`src/rtl/sprite_draw_engine_if.sv`:
```
// Command and pixel-stream bundle between the game controller, sprite_draw_engine
// and the VGA frame-buffer adapter.
interface sprite_draw_engine_if;
    logic        cmd_valid;
    logic        cmd_ready;
    logic [4:0]  cmd_tx;
    logic [4:0]  cmd_ty;
    logic [24:0] cmd_shape;
    logic [2:0]  cmd_colour;
    logic        cmd_erase;
    logic [7:0]  x;
    logic [6:0]  y;
    logic [2:0]  colour;
    logic        plot_en;
    logic        done;
    logic        cmd_err;

    modport master (
        output cmd_valid, cmd_tx, cmd_ty, cmd_shape, cmd_colour, cmd_erase,
        input  cmd_ready, x, y, colour, plot_en, done, cmd_err
    );

    modport slave (
        input  cmd_valid, cmd_tx, cmd_ty, cmd_shape, cmd_colour, cmd_erase,
        output cmd_ready, x, y, colour, plot_en, done, cmd_err
    );
endinterface

```
`src/rtl/sprite_draw_engine.sv`:
```
// Walks one 5x5 tile command per sprite into a registered per-pixel plot stream.
// Optional macro SPRITE_TRANSPARENT_EN: zero shape bits suppress plot_en instead of plotting black.
module sprite_draw_engine #(
    parameter int TILE   = 5,
    parameter int MAX_TX = 31,
    parameter int MAX_TY = 23
) (
    input  logic                 clock,
    input  logic                 reset_n,
    sprite_draw_engine_if.slave  bus
);
    localparam int         NPIX = TILE * TILE;
    localparam logic [2:0] LAST = 3'(TILE - 1);

    localparam logic [1:0] S_IDLE = 2'd0;
    localparam logic [1:0] S_DRAW = 2'd1;
    localparam logic [1:0] S_DONE = 2'd2;

    logic [1:0]      state_q, state_d;
    logic [2:0]      row_q, row_d;
    logic [2:0]      col_q, col_d;
    logic [7:0]      base_x_q, base_x_d;
    logic [6:0]      base_y_q, base_y_d;
    logic [NPIX-1:0] shape_q, shape_d;
    logic [2:0]      fg_q, fg_d;
    logic            erase_q, erase_d;

    logic            slot_full_q, slot_full_d;
    logic [4:0]      slot_tx_q, slot_tx_d;
    logic [4:0]      slot_ty_q, slot_ty_d;
    logic [NPIX-1:0] slot_shape_q, slot_shape_d;
    logic [2:0]      slot_colour_q, slot_colour_d;
    logic            slot_erase_q, slot_erase_d;

    logic [7:0]      x_q, x_d;
    logic [6:0]      y_q, y_d;
    logic [2:0]      pix_colour_q, pix_colour_d;
    logic            plot_q, plot_d;
    logic            done_q, done_d;
    logic            err_q, err_d;

    logic            accept;
    logic            pop;
    logic            in_range;
    logic [5:0]      tx_margin;
    logic [5:0]      ty_margin;
`ifdef SPRITE_TRANSPARENT_EN
    logic            pix_on;
`endif

    always_comb begin
        accept    = bus.cmd_valid & ~slot_full_q;
        pop       = slot_full_q & ((state_q == S_IDLE) | (state_q == S_DONE));
        // A borrow out of (limit - coord) means the coordinate is past the limit.
        tx_margin = 6'(MAX_TX) - {1'b0, slot_tx_q};
        ty_margin = 6'(MAX_TY) - {1'b0, slot_ty_q};
        in_range  = ~tx_margin[5] & ~ty_margin[5];

        state_d       = state_q;
        row_d         = row_q;
        col_d         = col_q;
        base_x_d      = base_x_q;
        base_y_d      = base_y_q;
        shape_d       = shape_q;
        fg_d          = fg_q;
        erase_d       = erase_q;
        slot_tx_d     = slot_tx_q;
        slot_ty_d     = slot_ty_q;
        slot_shape_d  = slot_shape_q;
        slot_colour_d = slot_colour_q;
        slot_erase_d  = slot_erase_q;
        x_d           = x_q;
        y_d           = y_q;
        pix_colour_d  = pix_colour_q;
        plot_d        = 1'b0;
        done_d        = 1'b0;
        err_d         = 1'b0;

        slot_full_d = (slot_full_q & ~pop) | accept;
        if (accept) begin
            slot_tx_d     = bus.cmd_tx;
            slot_ty_d     = bus.cmd_ty;
            slot_shape_d  = bus.cmd_shape;
            slot_colour_d = bus.cmd_colour;
            slot_erase_d  = bus.cmd_erase;
        end

        case (state_q)
            S_DRAW: begin
`ifdef SPRITE_TRANSPARENT_EN
                pix_on = erase_q | shape_q[NPIX-1];
                plot_d = pix_on;
`else
                plot_d = 1'b1;
`endif
                // The current pixel's bit is always the MSB; shift it out as we walk.
                shape_d = shape_q << 1;
                if (col_q == LAST) begin
                    col_d = 3'd0;
                    row_d = row_q + 3'd1;
                    if (row_q == LAST) begin
                        state_d = S_DONE;
                    end
                end else begin
                    col_d = col_q + 3'd1;
                end
            end
            S_DONE: begin
                done_d  = 1'b1;
                state_d = S_IDLE;
            end
            default: begin
                state_d = S_IDLE;
            end
        endcase

        if (pop) begin
            base_x_d = {3'b000, slot_tx_q} * 8'(TILE);
            base_y_d = {2'b00, slot_ty_q} * 7'(TILE);
            shape_d  = slot_shape_q;
            fg_d     = slot_colour_q;
            erase_d  = slot_erase_q;
            row_d    = 3'd0;
            col_d    = 3'd0;
            state_d  = in_range ? S_DRAW : S_IDLE;
            err_d    = ~in_range;
        end

        // Pixel coordinates and colour only move on a plotted cycle.
        if (plot_d) begin
            x_d          = base_x_q + {5'b00000, col_q};
            y_d          = base_y_q + {4'b0000, row_q};
            pix_colour_d = (shape_q[NPIX-1] & ~erase_q) ? fg_q : 3'b000;
        end
    end

    always_ff @(posedge clock) begin
        if (!reset_n) begin
            state_q       <= S_IDLE;
            row_q         <= 3'd0;
            col_q         <= 3'd0;
            base_x_q      <= 8'd0;
            base_y_q      <= 7'd0;
            shape_q       <= '0;
            fg_q          <= 3'd0;
            erase_q       <= 1'b0;
            slot_full_q   <= 1'b0;
            slot_tx_q     <= 5'd0;
            slot_ty_q     <= 5'd0;
            slot_shape_q  <= '0;
            slot_colour_q <= 3'd0;
            slot_erase_q  <= 1'b0;
            x_q           <= 8'd0;
            y_q           <= 7'd0;
            pix_colour_q  <= 3'd0;
            plot_q        <= 1'b0;
            done_q        <= 1'b0;
            err_q         <= 1'b0;
        end else begin
            state_q       <= state_d;
            row_q         <= row_d;
            col_q         <= col_d;
            base_x_q      <= base_x_d;
            base_y_q      <= base_y_d;
            shape_q       <= shape_d;
            fg_q          <= fg_d;
            erase_q       <= erase_d;
            slot_full_q   <= slot_full_d;
            slot_tx_q     <= slot_tx_d;
            slot_ty_q     <= slot_ty_d;
            slot_shape_q  <= slot_shape_d;
            slot_colour_q <= slot_colour_d;
            slot_erase_q  <= slot_erase_d;
            x_q           <= x_d;
            y_q           <= y_d;
            pix_colour_q  <= pix_colour_d;
            plot_q        <= plot_d;
            done_q        <= done_d;
            err_q         <= err_d;
        end
    end

    assign bus.cmd_ready = ~slot_full_q;
    assign bus.x         = x_q;
    assign bus.y         = y_q;
    assign bus.colour    = pix_colour_q;
    assign bus.plot_en   = plot_q;
    assign bus.done      = done_q;
    assign bus.cmd_err   = err_q;
endmodule

```
`src/flat_wrapper.sv`:
```
// flat-port wrapper written by rule: the top's interface ports become plain ports
module sprite_draw_engine_flat 
#(
    parameter int TILE   = 5,
    parameter int MAX_TX = 31,
    parameter int MAX_TY = 23
)
  (clock, reset_n, bus_cmd_valid, bus_cmd_tx, bus_cmd_ty, bus_cmd_shape, bus_cmd_colour, bus_cmd_erase, bus_cmd_ready, bus_x, bus_y, bus_colour, bus_plot_en, bus_done, bus_cmd_err);
  sprite_draw_engine_if bus_i ();
  input  logic clock;
  input  logic reset_n;
  input wire logic [$bits(bus_i.cmd_valid)-1:0] bus_cmd_valid;
  input wire logic [$bits(bus_i.cmd_tx)-1:0] bus_cmd_tx;
  input wire logic [$bits(bus_i.cmd_ty)-1:0] bus_cmd_ty;
  input wire logic [$bits(bus_i.cmd_shape)-1:0] bus_cmd_shape;
  input wire logic [$bits(bus_i.cmd_colour)-1:0] bus_cmd_colour;
  input wire logic [$bits(bus_i.cmd_erase)-1:0] bus_cmd_erase;
  output wire logic [$bits(bus_i.cmd_ready)-1:0] bus_cmd_ready;
  output wire logic [$bits(bus_i.x)-1:0] bus_x;
  output wire logic [$bits(bus_i.y)-1:0] bus_y;
  output wire logic [$bits(bus_i.colour)-1:0] bus_colour;
  output wire logic [$bits(bus_i.plot_en)-1:0] bus_plot_en;
  output wire logic [$bits(bus_i.done)-1:0] bus_done;
  output wire logic [$bits(bus_i.cmd_err)-1:0] bus_cmd_err;
  assign bus_i.cmd_valid = bus_cmd_valid;
  assign bus_i.cmd_tx = bus_cmd_tx;
  assign bus_i.cmd_ty = bus_cmd_ty;
  assign bus_i.cmd_shape = bus_cmd_shape;
  assign bus_i.cmd_colour = bus_cmd_colour;
  assign bus_i.cmd_erase = bus_cmd_erase;
  assign bus_cmd_ready = bus_i.cmd_ready;
  assign bus_x = bus_i.x;
  assign bus_y = bus_i.y;
  assign bus_colour = bus_i.colour;
  assign bus_plot_en = bus_i.plot_en;
  assign bus_done = bus_i.done;
  assign bus_cmd_err = bus_i.cmd_err;
  sprite_draw_engine #(.TILE(TILE), .MAX_TX(MAX_TX), .MAX_TY(MAX_TY)) u_core (.clock(clock), .reset_n(reset_n), .bus(bus_i));
endmodule
```
`config.mk`:
```
export PLATFORM = sky130hd
export DESIGN_NAME = sprite_draw_engine_flat
export DESIGN_NICKNAME = d
export VERILOG_FILES = /design/src/rtl/sprite_draw_engine_if.sv /design/src/rtl/sprite_draw_engine.sv /design/src/flat_wrapper.sv
export SDC_FILE = /design/constraint.sdc
export NUM_CORES = 1
export LEC_CHECK = 0
export CAP_MARGIN = 5
export CORE_AREA = 2 2 107 109
export CTS_BUF_LIST = sky130_fd_sc_hd__clkbuf_4
export CTS_CLUSTER_DIAMETER = 40
export CTS_CLUSTER_SIZE = 24
export DETAILED_ROUTE_END_ITERATION = 7
export DIE_AREA = 0 0 109 111
export GPL_ROUTABILITY_DRIVEN = 0
export PLACE_DENSITY = 0.67
export SLEW_MARGIN = 40
export SYNTH_ARGS = -nofsm -noshare
export SYNTH_HDL_FRONTEND = slang
export SYNTH_SLANG_ARGS = --single-unit
```
`constraint.sdc`:
```
create_clock -name clock -period 1.8 [get_ports clock]
set_input_delay 0.27 -clock clock [delete_from_list [all_inputs] [get_ports clock]]
set_output_delay 0.27 -clock clock [all_outputs]
set_load 0.01 [all_outputs]
```
==> results of run 1 <==
==> registers in the layout (all words and copies together) (netlist names), 2 cells and up <==
register / flops
u_core.shape_q: 25
u_core.slot_shape_q: 25
u_core.col_q: 3
u_core.base_y_q: 7
u_core.state_q: 2
u_core.row_q: 3
u_core.slot_tx_q: 5
u_core.fg_q: 3
u_core.slot_colour_q: 3
u_core.bus.colour: 3
u_core.bus.y: 7
u_core.slot_ty_q: 5
u_core.base_x_q: 8
u_core.bus.x: 8
==> stage by stage <==
step	hold slack, ns	worst slack (ns)	util (%)
after detailed placement	0.443	0.0501	50.5
after floorplan	0.386	0.118	-
after global placement	0.443	0.0777	50.5
after global routing	0.248	0.0148	53.4
final	0.285	0.0963	53.4
after CTS	0.242	0.00918	53.3
==> final timing paths <==
path | from | endpoint | slack (ns) | cells past startpoint
max | u_core.slot_tx_q[1] | u_core.base_x_q[5] | 0.1 | 5
min | bus_cmd_shape[5] | u_core.slot_shape_q[5] | 0.28 | 3
max reg2reg | u_core.slot_tx_q[1] | u_core.base_x_q[5] | 0.1 | 5
min reg2reg | u_core.slot_colour_q[1] | u_core.fg_q[1] | 0.46 | 2
==> critical path, cell delays in order, from the launching register on <==
cell and delay [ns]:
dfxtp_1 0.34, ha_1 0.30, ha_1 0.24, fa_2 0.41, xnor2_1 0.13, a211oi_1 0.21
==> repair_timing <==
action	in CTS	in global routing
setup buffers	0	0
setup endpoints to repair	1	6
pin swaps	0	0
gates cloned	0	0
gates resized for setup	1	4
==> power by group through the flow <==
| stage | Combinational, uW | Clock, uW | Sequential, uW |
|---|---|---|---|
| 6_report | 705 | 2050 | 2750 |
| 3_3_place_gp | 693 | 0 | 2800 |
| 4_1_cts | 711 | 2090 | 2750 |
| 3_5_place_dp | 705 | 0 | 2810 |
| 5_1_grt | 792 | 2210 | 2770 |
| 2_1_floorplan | 437 | 0 | 2790 |
==> cell type report <==
type,instances,area [um2],share of cell area [%]
Inverter,9,33.8,0.571
Tap cell,143,179,3.02
Clock buffer,19,143,2.41
Sequential cell,113,2260,38.3
Antenna cell,1,2.50,0.0423
Timing Repair Buffer,83,833,14.1
Clock inverter,13,168,2.83
Multi-Input combinational cell,419,2290,38.7
==> per-layer routing <==
metal / GRT usage, % / vias up / part of all wire (%)
met5: 0 / - / 0
met1: 24.6 / 1883 / 49
li1: - / 2126 / -
met3: 5.29 / 14 / 4.7
met4: 6.67 / 0 / 1.4
met2: 27.3 / 93 / 45
==> kinds of logic (layout without fill, tap and decap cells) <==
| kind of cell | count (synthesis) | in the layout |
|---|---|---|
| AO/OA/AOI/OAI | 133 | 133 |
| XOR/XNOR | 5 | 5 |
| adder cells (fa/ha/maj) | 26 | 26 |
| buffers and inverters | 50 | 124 |
| flip-flops | 113 | 113 |
| multiplexers | 2 | 2 |
| other | 0 | 1 |
| AND/OR/NAND/NOR | 253 | 253 |
==> cells in the mapped netlist (2+ instances only) <==
library cell  count  area [um2]
nand4_1           2        12.5
o21ai_0          14        70.1
o31ai_1           2        15.0
or4_1             3        22.5
nor2b_1           3        18.8
inv_1             8        30.0
clkbuf_1         12        45.0
a21oi_1          70         350
ha_1             22         275
o311ai_0          2        17.5
nand3_1          14        70.1
a2111o_1          2        22.5
a211oi_1          6        45.0
mux2i_1           2        20.0
dfxtp_1         113        2260
nand2_1         177         664
o2111ai_1         2        17.5
a31oi_1           7        43.8
nor2_1           37         139
nor3_1            3        15.0
fa_1              4        80.1
or3_1             6        37.5
nand2b_1          4        25.0
buf_4             6        45.0
xnor2_1           5        43.8
buf_2            23         115
a311oi_1         24         210
==> summary.md, run 1 <==
| Metric | Value |
|---|---|
| Routed via count | 4116 |
| Synth Area per Inst | 8.21 um2 |
| Post-Synth Adder-Cell Area | 7.43% |
| Die span in x | 109 um |
| # IOs | 64 |
| Most frequent cells in the layout | nand2_1 (177), dfxtp_1 (111), a21oi_1 (69), clkdlybuf4s50_1 (62), nor2_1 (37) |
| Drt wl/cell | 12.9 um |
| # fillers | 1044 |
| Main combinational cell family by area after synthesis | simple AND/OR/NAND/NOR gates |
| Worst setup EP type | register |
| #FFs+latches synth | 113 |
| Drt pass-1 iters | 5 |
| Gate power share | 12.8% |
| Worst-margin pin slew | 0.393 ns |
| Power density over the cells | 931 nW/um2 |
| Status | finished, final reports clean |
| Post-Route WL | 10300 um |
| Cells after Synth | 582 |
| Worst-Skew Late Latency | 0.52 ns |
| Final #Nets | 711 |
| DRC Markers | 0 |
| DRT iter0 DRCs | 210 |
| Skew final | 0.0157 ns |
| Clk buf depth | 2 |
| Tot GR Track Use | 18.2% |
| Post-Synth Simple-Gate Area | 21.7% |
| Clock Pin Slew Worst Setup and Hold Paths | 0.11 ns |
| Total core area | 11100 um2 |
| Finished layout cell area | 5920 um2 |
| Synth-to-Final Area Change | 23.8% |
| Design Power | 5510 uW |
| Fin. max-slew vios | 0 |
| VDD IR-drop max | 0.487 mV |
| Syn_nets | 650 |
| First-pass GRT wire length | 17500 um |
| Sw power | 1420 uW |
| Worst-path maximum fanout | 3 |
| Yosys warns | 0 |
| Detail Route Antenna Nets | 0 |
| Asr flop ratio synth | 0% |
| H-tree Lvls | 4 |
| Final setup vio count | 0 |
| Clock share of power | 37.2% |
| Grt ovf | 0 |
| Initial Utilization | 43.1% |
| Post-synthesis sequential area ratio | 47.3% |
| Die Ht | 111 um |
| Post-DP HPWL | 7020 um |
| Synth Area in XOR/XNOR | 0.916% |
| Post-synthesis compound-gate area fraction | 17.2% |
| Leakage power | 0.00223 uW |
| Distinct cells, synth | 36 |
| FMAX | 0.587 GHz |
| Largest net degree at the start of global routing | 61 |
| Arr. time, crit path | 2.13 ns |
| Post-DP Area | 5590 um2 |
| Synth Cell Area | 4780 um2 |
| Share of post-route cells with drive strength above 1 | 8.69% |
| Crit start category | register |
| PortBufs | 63 |
| Die ar. | 12100 um2 |
| Max_cap viols | 0 |
| Sink Count | 113 |
| Tcrit/Tclk final | 94.7% |
| WP data required | 2.22 ns |
| Fin. Hold Viols | 0 |
| Mux cell area share after synthesis | 0.419% |
| Core Rows | 39 |
| Slew headroom | 73.6% |
| Switching portion of total power | 25.7% |
| Setup TNS | 0 ns |
| CTS tree | built |
| Post-layout min period | 1.70 ns |
| Placed cell count | 767 |
| Sequential Power Share | 50.0% |
| Cell internal pwr | 4090 uW |
| Final Non-Filler Cells | 800 |
| Initial antenna violation count | 1 |
| RSZ-0062 raised after global routing | no |
| Hold Buf Count CTS | 0 |
| Most frequently used flop master after synthesis | dfxtp_1 |
| Number of synthesized flops with an enable pin | 0 |
| Root buffer cell | clkbuf_4 |
| Vias per cell | 5.15 |
| WS Path Type | register to register |
| Hold crit path type | input port to register |
| Num CTS Buffers | 17 |
| Most common cell after layout, fill and taps aside | nand2_1 |
| Vias in the first global route | 3832 |
(Power assumes the default switching activity.)
==> run 2: changes to the inputs <==
--- a/config.mk
+++ b/config.mk
@@ -13,8 +13,7 @@
 export DETAILED_ROUTE_END_ITERATION = 7
 export DIE_AREA = 0 0 109 111
 export GPL_ROUTABILITY_DRIVEN = 0
-export PLACE_DENSITY = 0.67
-export SLEW_MARGIN = 40
+export PLACE_DENSITY = 0.68
 export SYNTH_ARGS = -nofsm -noshare
 export SYNTH_HDL_FRONTEND = slang
 export SYNTH_SLANG_ARGS = --single-unit
==> run 2 against run 1 <==
  * Largest power group unchanged
  * Combinational power shrank 2%
  * Die area is the same
  * Core utilization hardly changed
  * Clock power barely moved
==> summary.md, run 2 (synthesis gave the netlist of run 1 again) <==
| Metric | Value |
|---|---|
| Status | finished, final reports clean (unchanged) |
| Finished layout cell area | 5920 um2 (about the same) |
| Post-layout min period | 1.73 ns (was 1.70 ns) |
| Most frequent cells in the layout | nand2_1 (177), dfxtp_1 (110), a21oi_1 (70), clkdlybuf4s50_1 (53), nor2_1 (37) (was nand2_1 (177), dfxtp_1 (111), a21oi_1 (69), clkdlybuf4s50_1 (62), nor2_1 (37)) |
| Worst-margin pin slew | 0.412 ns (was 0.393 ns) |
| Post-CTS Setup Repair Bufs | 0 (unchanged) |
| DRT iter0 DRCs | 204 (was 210) |
| Worst Path Buf+Inv | 0 (unchanged) |
| Die Ht | 111 um (unchanged) |
| Final setup margin | 0.0709 ns (was 0.0963 ns) |
| Final #Nets | 710 (was 711) |
| Crit path max-delay cell type | fa_2 (unchanged) |
| Clock Pin Slew Worst Setup and Hold Paths | 0.10 ns (was 0.11 ns) |
| Total core area | 11100 um2 (unchanged) |
| Leakage power | 0.00238 uW (was 0.00223 uW) |
| Initial antenna violation count | 0 (was 1) |
| Sink Count | 113 (unchanged) |
| Post-Route WL | 10100 um (was 10300 um) |
| # IOs | 64 (unchanged) |
| Critical path's top delay family | adder cells (unchanged) |
| Max incr delay on CP | 0.41 ns (about the same) |
| Routed via count | 4092 (was 4116) |
| Clk buf depth | 2 (unchanged) |
| WS Path Type | register to register (unchanged) |
| Drt pass-1 iters | 4 (was 5) |
| CTS tree | built (unchanged) |
| Root buffer cell | clkbuf_4 (unchanged) |
| PortBufs | 63 (unchanged) |
| Most common cell after layout, fill and taps aside | nand2_1 (unchanged) |
| Skew final | 0.0128 ns (was 0.0157 ns) |
| Max_cap viols | 0 (unchanged) |
| Fin. Hold Viols | 0 (unchanged) |
| Final Core Density | 53.4% (about the same) |
| FMAX | 0.578 GHz (was 0.587 GHz) |
| Hold Buf Count CTS | 0 (unchanged) |
| Post-DP HPWL | 7210 um (was 7020 um) |
| Worst-Skew Late Latency | 0.52 ns (about the same) |
| First-pass GRT wire length | 17200 um (was 17500 um) |
| VDD IR-drop max | 0.372 mV (was 0.487 mV) |
| Final setup vio count | 0 (unchanged) |
| Hold crit path type | input port to register (unchanged) |
| Antenna diode count | 0 (was 1) |
| Vias in the first global route | 3851 (was 3832) |
| Worst-path maximum fanout | 3 (unchanged) |
| Die span in x | 109 um (unchanged) |
| Initial Utilization | 43.1% (unchanged) |
| Crit-path cells | ha_1 -> ha_1 -> fa_2 -> xnor2_1 -> a211oi_1 (unchanged) |
| Largest net degree at the start of global routing | 53 (was 61) |
| Post-DP Area | 5570 um2 (was 5590 um2) |
| Slew headroom | 72.4% (was 73.6%) |
| Grt ovf | 0 (unchanged) |
| DRC Markers | 0 (unchanged) |
| Detail Route Antenna Nets | 0 (unchanged) |
| Tot GR Track Use | 18.1% (was 18.2%) |
| Design Power | 5520 uW (was 5510 uW) |
| # fillers | 1106 (was 1044) |
| Crit start category | register (unchanged) |
| Resized Gates After CTS | 2 (was 1) |
| Power density over the cells | 933 nW/um2 (was 931 nW/um2) |
| Tcrit/Tclk final | 96.1% (was 94.7%) |
| Core Rows | 39 (unchanged) |
| Synth-to-Final Area Change | 23.8% (about the same) |
| Num CTS Buffers | 17 (unchanged) |
| Worst setup EP type | register (unchanged) |
| Vias per cell | 5.13 (was 5.15) |
| Setup TNS | 0 ns (unchanged) |
| DP Worst Slack | 0.0269 ns (was 0.0501 ns) |
| WP data required | 2.24 ns (was 2.22 ns) |
| Arr. time, crit path | 2.17 ns (was 2.13 ns) |
| H-tree Lvls | 4 (unchanged) |
| Drt wl/cell | 12.7 um (was 12.9 um) |
| Fin. max-slew vios | 0 (unchanged) |
| Die ar. | 12100 um2 (unchanged) |
| Share of post-route cells with drive strength above 1 | 8.55% (was 8.69%) |
| Largest registers | u_core.shape_q x25, u_core.slot_shape_q x25 (unchanged) |
| CP most frequent cell | ha_1 (unchanged) |
==> run 2: worst min-delay path: cells and delay by family <==
kind | cells | cell delay, ns
buf+inv | 1 | 0.39
simple gates | 1 | 0.05
compound gates | 1 | 0.05
==> run 2: per-layer routing <==
metal,wire length (um),track usage [%],vias up
li1,-,-,2124
met4,155,7.09,0
met1,4800,22.8,1869
met2,4710,28.1,86
met5,0,0,-
met3,481,6.11,13
==> run 2: power by group <==
| part | leakage (uW) | internal (uW) | switching [uW] |
|---|---|---|---|
| clock network | 0.000164 | 1090 | 987 |
| logic | 0.00129 | 309 | 380 |
| registers | 0.000924 | 2660 | 99.0 |
==> run 2: worst paths after layout <==
kind	startpoint	to	slack, ns	cells after the start
worst max-delay path	u_core.slot_tx_q[1]	u_core.base_x_q[5]	0.07	5
worst min-delay path	bus_cmd_shape[2]	u_core.slot_shape_q[2]	0.28	3
worst max register to register	u_core.slot_tx_q[1]	u_core.base_x_q[5]	0.07	5
worst min register to register	u_core.slot_colour_q[1]	u_core.fg_q[1]	0.46	2
==> run 2: metrics by stage <==
step	hold WS, ns	instances
final	0.282	798
after global routing	0.231	798
after CTS	0.230	798
after detailed placement	0.447	766
after global placement	0.445	766
after floorplan	0.386	582
==> run 2: cell type report <==
cell class,count,area (um2),area share (%)
Clock buffer,17,128,2.16
Clock inverter,15,191,3.23
Inverter,9,33.8,0.571
Multi-Input combinational cell,419,2290,38.7
Sequential cell,113,2270,38.3
Tap cell,143,179,3.02
Timing Repair Buffer,82,832,14.1
==> run 3: changes to the inputs <==
--- a/config.mk
+++ b/config.mk
@@ -5,6 +5,7 @@
 export SDC_FILE = /design/constraint.sdc
 export NUM_CORES = 1
 export LEC_CHECK = 0
+export ABC_CLOCK_PERIOD_IN_PS = 2100
 export CAP_MARGIN = 5
 export CORE_AREA = 2 2 107 109
 export CTS_BUF_LIST = sky130_fd_sc_hd__clkbuf_4
@@ -13,7 +14,7 @@
 export DETAILED_ROUTE_END_ITERATION = 7
 export DIE_AREA = 0 0 109 111
 export GPL_ROUTABILITY_DRIVEN = 0
-export PLACE_DENSITY = 0.68
+export PLACE_DENSITY = 0.66
 export SYNTH_ARGS = -nofsm -noshare
 export SYNTH_HDL_FRONTEND = slang
 export SYNTH_SLANG_ARGS = --single-unit
==> constraint.sdc (replaced) <==
create_clock -name clock -period 2.1 [get_ports clock]
set_input_delay 0.315 -clock clock [delete_from_list [all_inputs] [get_ports clock]]
set_output_delay 0.315 -clock clock [all_outputs]
set_load 0.01 [all_outputs]
==> run 3 against run 2 <==
  * Sequential power is 14% lower
  * Die area stayed put
  * Register-to-register slack gained 0.23 ns
  * Combinational power is 14% lower
  * Critical path depth shrank 3
  * Clock power fell by 28%
  * Core utilization is 1.2 points lower
  * Via count is 0.71% lower
  * Clock skew is 0.0052 ns higher
  * Non-clock buffer count decreased by 5
  * Sequential share of layout area up 0.78 points
  * Global-route usage increased by 0.072 points
  * Largest cell class unchanged
==> summary.md, run 3 (synthesis gave the netlist of run 1 again) <==
| Metric | Value |
|---|---|
| Status | finished, final reports clean (unchanged) |
| R2R cell count | 6 (was 5) |
| Post-Route WL | 10100 um (about the same) |
| Die span in x | 109 um (unchanged) |
| Num CTS Buffers | 17 (unchanged) |
| Crit start category | register (unchanged) |
| Clk buf depth | 2 (unchanged) |
| Post-DP HPWL | 7000 um (was 7210 um) |
| Most frequent cells in the layout | nand2_1 (177), dfxtp_1 (113), a21oi_1 (70), clkdlybuf4s50_1 (63), nor2_1 (37) (was nand2_1 (177), dfxtp_1 (110), a21oi_1 (70), clkdlybuf4s50_1 (53), nor2_1 (37)) |
| Skew final | 0.0180 ns (was 0.0128 ns) |
| Initial Utilization | 43.1% (unchanged) |
| Die ar. | 12100 um2 (unchanged) |
| Worst reg2reg setup slack | 0.30 ns (was 0.07 ns) |
| Root buffer cell | clkbuf_4 (unchanged) |
| Most common cell after layout, fill and taps aside | nand2_1 (unchanged) |
| Final setup vio count | 0 (unchanged) |
| RSZ-0062 raised after global routing | no |
| Fin. Hold Viols | 0 (unchanged) |
| FMAX | 0.555 GHz |
| Crit path max-delay cell type | clkdlybuf4s50_1 (was fa_2) |
| Hold Buf Count CTS | 0 (unchanged) |
| Detail Route Antenna Nets | 0 (unchanged) |
| Gate power share | 13.3% (was 12.5%) |
| Largest registers | u_core.shape_q x25, u_core.slot_shape_q x25 (unchanged) |
| Sink Count | 113 (unchanged) |
| Cell internal pwr | 3290 uW (was 4060 uW) |
| Tcrit/Tclk final | 85.9% |
| Share of post-route cells with drive strength above 1 | 6.78% (was 8.55%) |
| DRT iter0 DRCs | 224 (was 204) |
| Clock Pin Slew Worst Setup and Hold Paths | 0.10 ns (about the same) |
| Leakage power | 0.00217 uW (was 0.00238 uW) |
| Drt wl/cell | 12.7 um (about the same) |
| Hold crit path type | input port to register (unchanged) |
| Antenna diode count | 0 (unchanged) |
| Resized Gates After CTS | 0 (was 2) |
| Worst-Skew Late Latency | 0.50 ns (was 0.52 ns) |
| Crit. path cell count | 2 (was 5) |
| Worst r2r src | u_core.slot_tx_q[1] (unchanged) |
| Worst R2R End | u_core.base_x_q[7] (was u_core.base_x_q[5]) |
| Crit-path cells | inv_1 -> clkdlybuf4s50_1 (was ha_1 -> ha_1 -> fa_2 -> xnor2_1 -> a211oi_1) |
| Post-DP Area | 5530 um2 (was 5570 um2) |
| Vias in the first global route | 3830 (was 3851) |
| H-tree Lvls | 4 (unchanged) |
| Max_cap viols | 0 (unchanged) |
| Vias per cell | 5.13 (about the same) |
| Fin. max-slew vios | 0 (unchanged) |
| Core Rows | 39 (unchanged) |
| Post-CTS Setup Repair Bufs | 0 (unchanged) |
| Largest net degree at the start of global routing | 53 (unchanged) |
| Worst setup EP type | output pin (was register) |
| VDD IR-drop max | 0.354 mV (was 0.372 mV) |
| Grt ovf | 0 (unchanged) |
| Total core area | 11100 um2 (unchanged) |
| Final setup margin | 0.297 ns (was 0.0709 ns) |
| Slew headroom | 58.6% (was 72.4%) |
| WS Path Type | register to output pin (was register to register) |
| Clock share of power | 33.6% (was 37.6%) |
| DRC Markers | 0 (unchanged) |
| Post-layout min period | 1.80 ns |
| Hold EP | u_core.slot_shape_q[22] (was u_core.slot_shape_q[2]) |
| Hold WS | 0.357 ns (was 0.282 ns) |
| Max incr delay on CP | 0.48 ns (was 0.41 ns) |
| Initial antenna violation count | 0 (unchanged) |
| Power density over the cells | 767 nW/um2 (was 933 nW/um2) |
| Placed cell count | 761 (was 766) |
| Depth of the worst hold-timing path | 3 (unchanged) |
| Worst Path Buf+Inv | 2 (was 0) |
| Synth-to-Final Area Change | 21.2% (was 23.8%) |
| Drt pass-1 iters | 5 (was 4) |
| Arr. time, crit path | 1.49 ns (was 2.17 ns) |
| Finished layout cell area | 5790 um2 (was 5920 um2) |
| Critical path's top delay family | buffers and inverters (was adder cells) |
| PortBufs | 63 (unchanged) |
| # fillers | 1058 (was 1106) |
| Worst-margin pin slew | 0.617 ns (was 0.412 ns) |
| First-pass GRT wire length | 17500 um (was 17200 um) |
| # IOs | 64 (unchanged) |
| DP Worst Slack | 0.312 ns (was 0.0269 ns) |
| Die Ht | 111 um (unchanged) |
| Switching portion of total power | 25.9% (was 26.5%) |
| WP data required | 1.78 ns (was 2.24 ns) |
| Hold path startpoint | bus_cmd_shape[22] (was bus_cmd_shape[2]) |
| Worst-path maximum fanout | 6 (was 3) |
| Sequential Power Share | 53.1% (was 49.9%) |
| CTS tree | built (unchanged) |
| Final Non-Filler Cells | 792 (was 798) |
| Sw power | 1150 uW (was 1470 uW) |
| Final #Nets | 705 (was 710) |
| Setup TNS | 0 ns (unchanged) |
| Tot GR Track Use | 18.1% (about the same) |
| Routed via count | 4063 (was 4092) |
## run 3: cell type report
class                      count  area (um2)  area share (%)
sequential                   113        2260            39.1
multi-input combinational    419        2290            39.5
clock inverter                 9        91.3            1.58
tap                          143         179            3.09
timing repair buffer          77         773            13.4
inverter                       9        33.8           0.583
clock buffer                  22         165            2.85
## run 3: per-stage QoR
step	total power (uW)	utilization (%)
after global placement	2990	50.0
after global routing	4690	52.3
after detailed placement	3000	50.0
final	4440	52.3
after CTS	4480	52.3
after floorplan	2770	-
## run 3: power groups by stage
stage	clock, uW	sequential (uW)	combinational, uW
after floorplan	0	2400	374
after global placement	0	2400	583
after detailed placement	0	2410	595
after CTS	1530	2360	598
after global routing	1640	2380	672
final	1490	2360	592
## run 3: worst register-to-register path, stage by stage, from the launching register on
cell	delay, ns
dfxtp_1	0.34
ha_1	0.30
ha_1	0.24
fa_1	0.47
a21o_1	0.20
nand3_1	0.07
a21oi_1	0.06
## run 3: per-layer routing
metal  vias up  share of wire (%)  GRT usage, %
li1       2114                  -             -
met1      1837                 49          24.2
met2        95                 44          27.5
met3        17                5.1          5.06
met4         0                1.6          7.26
met5         -                  0             0
## run 3: worst max path at each step
stage,from,to
finish,u_core.slot_full_q,bus_cmd_ready
global route,u_core.slot_full_q,bus_cmd_ready
CTS,u_core.slot_full_q,bus_cmd_ready
detailed placement,u_core.slot_tx_q[1],u_core.base_x_q[7]
global placement,u_core.slot_tx_q[1],u_core.base_x_q[7]
floorplan,u_core.slot_tx_q[1],u_core.base_x_q[7]
